--- src/rtl/pwm_duty_ramp_ctrl.sv ---
// Slew-limited duty sequencer for the motor PWM generator: ramps the duty toward
// the enabled target on PWM period boundaries, with soft stop and latched fault.
module pwm_duty_ramp_ctrl #(
  parameter int unsigned STEP             = 8,
  parameter int unsigned PERIODS_PER_STEP = 4
) (
  input  logic        clk,
  input  logic        rst_n,
  input  logic        en,
  input  logic [10:0] target,
  input  logic        PWM_synch,
  input  logic        fault,
  input  logic        fault_clr,
  output logic [10:0] duty,
  output logic        at_target,
  output logic        ramping,
  output logic        fault_latched
);

  typedef enum logic [1:0] {
    IDLE  = 2'd0,
    RAMP  = 2'd1,
    HOLD  = 2'd2,
    FAULT = 2'd3
  } state_t;

  localparam logic [7:0]  PCNT_LAST = 8'(PERIODS_PER_STEP - 1);
  localparam logic [10:0] STEP_L    = 11'(STEP);

  state_t      state, state_next;
  logic [10:0] duty_next;
  logic [7:0]  pcnt, pcnt_next;

  logic [10:0] eff;
  logic        eff_above;
  logic [10:0] mag;
  logic [10:0] step_amt;
  logic [10:0] stepped;
  logic        active;
  logic        update;

  // Magnitude of the error always fits 11 bits, so the step can neither wrap
  // below 0 nor exceed 2047, and it is clamped to the error to avoid overshoot.
  always_comb begin
    eff       = en ? target : 11'd0;
    eff_above = (eff > duty);
    mag       = eff_above ? (eff - duty) : (duty - eff);
    step_amt  = (mag > STEP_L) ? STEP_L : mag;
    stepped   = eff_above ? (duty + step_amt) : (duty - step_amt);
    active    = (state == RAMP) || (state == HOLD);
    update    = active && PWM_synch && (pcnt == PCNT_LAST);
  end

  always_comb begin
    state_next = state;
    duty_next  = duty;
    pcnt_next  = pcnt;
    if (fault) begin
      state_next = FAULT;
      duty_next  = 11'd0;
      pcnt_next  = 8'd0;
    end else begin
      case (state)
        IDLE: begin
          duty_next = 11'd0;
          pcnt_next = 8'd0;
          if (en && (target != 11'd0)) begin
            state_next = RAMP;
          end
        end
        RAMP, HOLD: begin
          if (PWM_synch) begin
            pcnt_next = (pcnt == PCNT_LAST) ? 8'd0 : pcnt + 8'd1;
          end
          if (update) begin
            duty_next = stepped;
            if (stepped == eff) begin
              state_next = (eff == 11'd0) ? IDLE : HOLD;
            end else begin
              state_next = RAMP;
            end
          end
        end
        FAULT: begin
          duty_next = 11'd0;
          pcnt_next = 8'd0;
          if (fault_clr) begin
            state_next = IDLE;
          end
        end
        default: begin
          state_next = IDLE;
          duty_next  = 11'd0;
          pcnt_next  = 8'd0;
        end
      endcase
    end
  end

  // Flags are registered from the next state so they align with duty.
  always_ff @(posedge clk or negedge rst_n) begin
    if (!rst_n) begin
      state         <= IDLE;
      duty          <= 11'd0;
      pcnt          <= 8'd0;
      at_target     <= 1'b0;
      ramping       <= 1'b0;
      fault_latched <= 1'b0;
    end else begin
      state         <= state_next;
      duty          <= duty_next;
      pcnt          <= pcnt_next;
      at_target     <= (state_next == HOLD);
      ramping       <= (state_next == RAMP);
      fault_latched <= (state_next == FAULT);
    end
  end

endmodule

--- config.mk ---
export PLATFORM = sky130hd
export DESIGN_NAME = pwm_duty_ramp_ctrl
export DESIGN_NICKNAME = d
export VERILOG_FILES = /design/src/rtl/pwm_duty_ramp_ctrl.sv
export SDC_FILE = /design/constraint.sdc
export NUM_CORES = 1
export LEC_CHECK = 0
export CAP_MARGIN = 40
export CORE_MARGIN = 2
export CORE_UTILIZATION = 63
export DETAILED_ROUTE_END_ITERATION = 7
export GPL_ROUTABILITY_DRIVEN = 0
export PLACE_DENSITY = 0.83
export SETUP_SLACK_MARGIN = 0.02
export SLEW_MARGIN = 20
export SYNTH_ARGS = -nofsm -noshare
export SYNTH_HDL_FRONTEND = slang
export SYNTH_SLANG_ARGS = --single-unit
export TNS_END_PERCENT = 100
--- constraint.sdc ---
create_clock -name clk -period 16.7 [get_ports clk]
set_input_delay 1.67 -clock clk [delete_from_list [all_inputs] [get_ports clk]]
set_output_delay 1.67 -clock clk [all_outputs]
set_load 0.05 [all_outputs]
==> results_dict.tcl, run 1 <==
set metrics [dict create \
    place_area_sq_mm 0.003436 \
    slew_headroom_pct 49.34 \
    synth_nets 449 \
    io_pins 31 \
    yosys_warnings 0 \
    dp_hpwl_um 6520 \
    cts-hold-fix-buffers 0 \
    track_usage_pct 31.59 \
    clockBufferDepth 2 \
    utilization_pct 73.62 \
    root_buffer "clkbuf_8" \
    drive_gt1_share_pct 4.337 \
    final_cell_mix "nand2_1, ha_1, clkdlybuf4s50_1" \
    ys_ff_latch 24 \
    stdcell_count 482 \
    synthArstFlopShare_pct 100.0 \
    htreeDepth 1 \
    place_inst 479 \
    clock_sinks 24 \
    clkSlewWorstSetupHoldPaths_ns 0.08 \
    syn_area_per_cell_sq_um 7.822 \
    postCtsSetupBuffers 0 \
    syn_inst 397 \
    n_antenna_cell 0 \
    cts_resized 0 \
    die_x_um 74.21 \
    fp.coreArea_sq_mm 0.004723 \
    grt_max_degree 22 \
    wl_per_cell_um 17.13 \
    syn-cell-area_sq_mm 0.003105 \
    status "completed" \
    endpoint "at_target" \
    ant_nets 0 \
    r2r-start "duty[5]" \
    routed_wl_um 8259 \
    rsz0062_at_grt "false" \
    dr.pass1.iters 5 \
    finalSetupTns_ns 0 \
    fin_crit_ns 8.850 \
    grt_pass1_wl_um 13700 \
    start_kind "input pin" \
    critPathCaptureType "flip-flop" \
    leakage_nw 1.530 \
    fmax_mhz 113.0 \
    rr_worst_depth 24 \
    critPathArrivalTime_ns 9.04 \
    grt_pass1_vias 3018 \
    drv_slew 0 \
    cts_tree "done" \
    cp.required_ns 16.89 \
    die_height_um 74.21 \
    vias 3123 \
    worstSetupStartpoint "en" \
    drtIter0Drc 416 \
    drc 0 \
    portBuffers 30 \
    viasPerCell 6.479 \
    maxCapViolCount 0 \
    layout_commonest_cell "nand2_1" \
    fin_skew_ns 0.003052 \
    ir_drop_mv 0.1084 \
    cp_max_fo 21 \
    reg2reg_to "at_target" \
    syn_to_final_growth_pct 11.97 \
    nets 469 \
    clk_latency_ns 0.27 \
    antenna_found_initial 0 \
    hold_viol 0 \
    criticalPathCategory "in2reg" \
    design_area_sq_mm 0.003477 \
    yosysUniqueCellTypes 62 \
    synth_ff_type "dfrtp_1" \
    rows 25 \
    r2r_slack_ns 10.05 \
    grt.overflow.total 0 \
    fillerInstances 385 \
    synth-edff-count 0 \
    hold_class "reg2reg" \
    die_area_sq_mm 0.005507 \
    worst_pin_slew_ns 0.7575 \
    finalSetupViolations 0 \
    seq_area_frac_synth_pct 19.34 \
    numCtsBuffers 3 \
    start_util_pct 65.75 \
    powerDensity_mw_per_mm2 63.24 \
    period_share_pct 52.99 \
]
==> power by group <==
group / switching, W / total, W / internal (W)
clock network: 0.0000178 / 0.0000339 / 0.0000161
logic: 0.0000727 / 0.000117 / 0.0000448
registers: 0.00000404 / 0.0000686 / 0.0000645
==> layout make-up <==
class / instances / area, sq um / area share [%]
Multi-Input combinational cell: 329 / 2318 / 66.68
Timing Repair Buffer: 31 / 327.8 / 9.428
Sequential cell: 24 / 600.6 / 17.27
Inverter: 28 / 105.1 / 3.023
Tap cell: 67 / 83.83 / 2.411
Clock buffer: 3 / 41.29 / 1.187
==> state kept, by name (all words and copies together), names as in the netlist <==
name           flops
at_target          1
duty              11
fault_latched      1
pcnt               8
ramping            1
state              2
==> synth_stat cells, types with 3 or more instances <==
library cell	number	share of area, %
dfrtp_1	24	19
nand3b_1	5	1.2
o41ai_1	6	1.7
nand3_1	14	2.3
o21ai_0	29	4.7
nand2b_1	6	1.2
a31o_2	3	0.85
clkbuf_1	6	0.73
buf_4	4	0.97
nand2_1	42	5.1
o21a_1	6	1.5
or4_1	4	0.97
a31oi_1	6	1.2
xor2_1	13	3.7
a22o_1	6	1.7
nor2_1	24	2.9
or3_1	4	0.81
a21oi_1	18	2.9
o22ai_1	4	0.81
buf_2	5	0.81
a21o_1	10	2.4
nor2b_1	9	1.8
o31ai_1	5	1.2
xnor2_1	16	4.5
ha_1	33	13
inv_1	26	3.1
a211oi_1	6	1.5
o21ai_1	4	0.64
mux2i_1	3	0.97
nor3_1	13	2.1
==> routing by layer <==
| metal | up-vias | share of wire, % | GRT usage [%] |
|---|---|---|---|
| met5 | - | 0 | 0 |
| met4 | 0 | 2.8 | 11.31 |
| met3 | 26 | 6.4 | 2.710 |
| met2 | 131 | 48 | 56.15 |
| met1 | 1480 | 42 | 40.20 |
| li1 | 1486 | - | - |
==> kinds of logic after synthesis <==
| group | synth area share (%) |
|---|---|
| and+or+nand+nor | 23.29 |
| AOI/OAI and AO/OA | 27.12 |
| buffers and inverters | 6.003 |
| adders and majority gates | 14.59 |
| xor gates and xnor gates | 8.703 |
| DFF | 19.34 |
| muxes | 0.9670 |
==> worst min path at each step <==
stage	from	end	cells after the start
finish	pcnt[6]	pcnt[6]	1
detailed placement	pcnt[6]	pcnt[6]	1
global route	pcnt[6]	pcnt[6]	1
global placement	pcnt[6]	pcnt[6]	1
CTS	pcnt[6]	pcnt[6]	1
floorplan	pcnt[6]	pcnt[6]	1
==> stage by stage <==
stage	hold WS [ns]	setup WS (ns)	power (W)
after detailed placement	0.4971	7.707	0.0001851
after global routing	0.5515	7.358	0.0002337
after CTS	0.5116	7.954	0.0002199
after floorplan	0.4621	9.236	0.0001547
after global placement	0.4916	7.808	0.0001815
final	0.5242	7.850	0.0002199
==> critical path, cell delays in order <==
cell             delay (ns)
clkdlybuf4s50_1        0.96
nand2_1                0.29
ha_1                   0.61
nand4_2                0.21
or4_1                  0.66
a21boi_4               0.25
or4_1                  0.61
o21ai_1                0.17
nand2_1                0.16
or3_1                  0.40
ha_1                   0.22
nand2b_1               0.08
and4bb_2               0.28
or2b_2                 0.35
ha_1                   0.32
a21oi_1                0.20
o21a_1                 0.14
a31oi_1                0.06
a21o_1                 0.21
a21oi_1                0.18
xor2_1                 0.24
xnor2_1                0.13
nor4b_4                0.26
o21a_1                 0.19
inv_2                  0.05
a21oi_1                0.11
Power figures use the tool's default switching activity.
==> run 2: changes to the inputs <==
--- a/config.mk
+++ b/config.mk
@@ -7,10 +7,10 @@
 export LEC_CHECK = 0
 export CAP_MARGIN = 40
 export CORE_MARGIN = 2
-export CORE_UTILIZATION = 63
+export CORE_UTILIZATION = 59
 export DETAILED_ROUTE_END_ITERATION = 7
 export GPL_ROUTABILITY_DRIVEN = 0
-export PLACE_DENSITY = 0.83
+export PLACE_DENSITY = 0.78
 export SETUP_SLACK_MARGIN = 0.02
 export SLEW_MARGIN = 20
 export SYNTH_ARGS = -nofsm -noshare
==> constraint.sdc (replaced) <==
create_clock -name clk -period 8.88 [get_ports clk]
set_input_delay 0.888 -clock clk [delete_from_list [all_inputs] [get_ports clk]]
set_output_delay 0.888 -clock clk [all_outputs]
set_load 0.05 [all_outputs]
==> run 2 against run 1 <==
Sequential share of layout area decreased by 0.11 points. Critical path depth unchanged. Flip-flop and latch count unchanged. Sequential power up 88%. Highest routed layer unchanged. Utilization is 5.1 points lower. Cell count up 0.83%. First-iteration DRC count decreased by 57%. Global-route usage fell by 3.2 points. Combinational power is 85% higher. Final area grew 0.61%. Die area increased by 6.4%. Critical path type unchanged. Critical endpoint unchanged. Total power increased by 100%.
==> results_dict.tcl, run 2 (synthesized netlist as in run 1, its figures left out) <==
set metrics [dict create \
    fin_skew_ns 0.005672 \
    layout_commonest_cell "nand2_1" \
    largest_register_ffs 11 \
    start_util_pct 60.80 \
    cp_max_fo 21 \
    period_share_pct 90.00 \
    fmax_mhz 125.1 \
    stdcell_count 486 \
    antenna_found_initial 0 \
    design_area_sq_mm 0.003498 \
    clockBufferDepth 2 \
    rsz0062_at_grt "false" \
    drtIter0Drc 179 \
    reg.largest.list "duty (11), pcnt (8), state (2)" \
    dp_hpwl_um 6504 \
    cts_resized 0 \
    r2r_slack_ns 2.22 \
    numCtsBuffers 3 \
    grt.overflow.total 0 \
    htreeDepth 1 \
    hold_viol 0 \
    clock_sinks 24 \
    nets 469 \
    clkSlewWorstSetupHoldPaths_ns 0.09 \
    rr_worst_depth 25 \
    finalSetupViolations 0 \
    top_register "duty" \
    cts-hold-fix-buffers 0 \
    vias 3027 \
    fin_crit_ns 7.992 \
    place_area_sq_mm 0.003427 \
    viasPerCell 6.228 \
    criticalPathCategory "in2reg" \
    status "completed" \
    endpoint "at_target" \
    slew_headroom_pct 46.32 \
    drive_gt1_share_pct 4.567 \
    io_pins 31 \
    worst_pin_slew_ns 0.7948 \
    cp.required_ns 9.08 \
    worstSetupStartpoint "en" \
    hold_class "reg2reg" \
    die_area_sq_mm 0.005860 \
    routed_wl_um 8007 \
    multi_input_area_sq_mm 0.002318 \
    critPathArrivalTime_ns 8.19 \
    maxCapViolCount 0 \
    syn_to_final_growth_pct 12.65 \
    wl_per_cell_um 16.48 \
    track_usage_pct 28.35 \
    r2r-start "duty[6]" \
    leakage_nw 1.539 \
    rows 26 \
    drc 0 \
    start_kind "input pin" \
    postCtsSetupBuffers 0 \
    dr.pass1.iters 5 \
    n_antenna_cell 0 \
    critPathCaptureType "flip-flop" \
    die_height_um 76.55 \
    clk_latency_ns 0.27 \
    reg2reg_to "at_target" \
    grt_pass1_vias 2947 \
    cts_tree "done" \
    fp.coreArea_sq_mm 0.005107 \
    portBuffers 30 \
    fillerInstances 447 \
    grt_pass1_wl_um 13710 \
    ir_drop_mv 0.1846 \
    die_x_um 76.55 \
    power_w 0.0004426 \
    drv_slew 0 \
    finalSetupTns_ns 0 \
    final_cell_mix "nand2_1, ha_1, clkdlybuf4s50_1" \
    place_inst 482 \
    powerDensity_mw_per_mm2 126.5 \
    grt_max_degree 22 \
    regArea_sq_um 600.6 \
    root_buffer "clkbuf_8" \
    ant_nets 0 \
]
-- run 2: worst min path at each step --
stage / from / to / slack, ns / cells past startpoint
detailed placement: pcnt[6] / pcnt[6] / 0.52 / 1
finish: pcnt[6] / pcnt[6] / 0.54 / 1
global route: pcnt[6] / pcnt[6] / 0.57 / 1
floorplan: pcnt[6] / pcnt[6] / 0.46 / 1
global placement: pcnt[6] / pcnt[6] / 0.49 / 1
CTS: pcnt[6] / pcnt[6] / 0.53 / 1
-- run 2: cell type report --
| type | instances | area share, % |
|---|---|---|
| flip-flops and latches | 24 | 17.17 |
| inverters | 28 | 3.004 |
| multi-input cells | 329 | 66.27 |
| repair buffers | 31 | 9.013 |
| clock buffers | 3 | 1.180 |
| well taps | 70 | 2.504 |
| clock inverters | 1 | 0.8584 |
-- run 2: per-stage QoR --
step	hold WS, ns	util (%)	worst slack, ns
floorplan	0.4621	-	2.198
global placement	0.4916	66.81	0.7878
detailed placement	0.5163	67.10	0.6914
CTS	0.5346	68.50	0.9446
global route	0.5700	68.50	0.4085
finish	0.5383	68.50	0.8883
-- run 2: power by group --
| group | internal [W] | switching [W] |
|---|---|---|
| clock | 0.0000603 | 0.0000361 |
| combinational | 0.0000832 | 0.000134 |
| sequential | 0.000121 | 0.00000757 |
-- run 2: worst max-delay path, stage by stage --
cell and delay, ns:
clkdlybuf4s50_1 0.94, nand2_1 0.26, ha_1 0.58, nand4_2 0.22
or4_1 0.67, a21boi_4 0.25, or4_1 0.59, o21ai_1 0.16
nand2_1 0.16, or3_1 0.41, ha_1 0.22, nand2b_1 0.08
and4bb_2 0.28, or2b_2 0.34, ha_1 0.32, a21oi_1 0.21
o21a_1 0.16, a31oi_1 0.07, a21o_1 0.21, a21oi_1 0.18
xor2_1 0.23, xnor2_1 0.13, nor4b_4 0.26, o21a_1 0.20
inv_2 0.04, a21oi_1 0.10
-- run 2: metal layers --
metal	share of wire [%]	track usage [%]	vias up
met5	0	0	-
met4	1.5	8.545	0
met2	49	50.00	104
met1	45	37.62	1417
li1	-	-	1496
met3	4.6	1.185	10
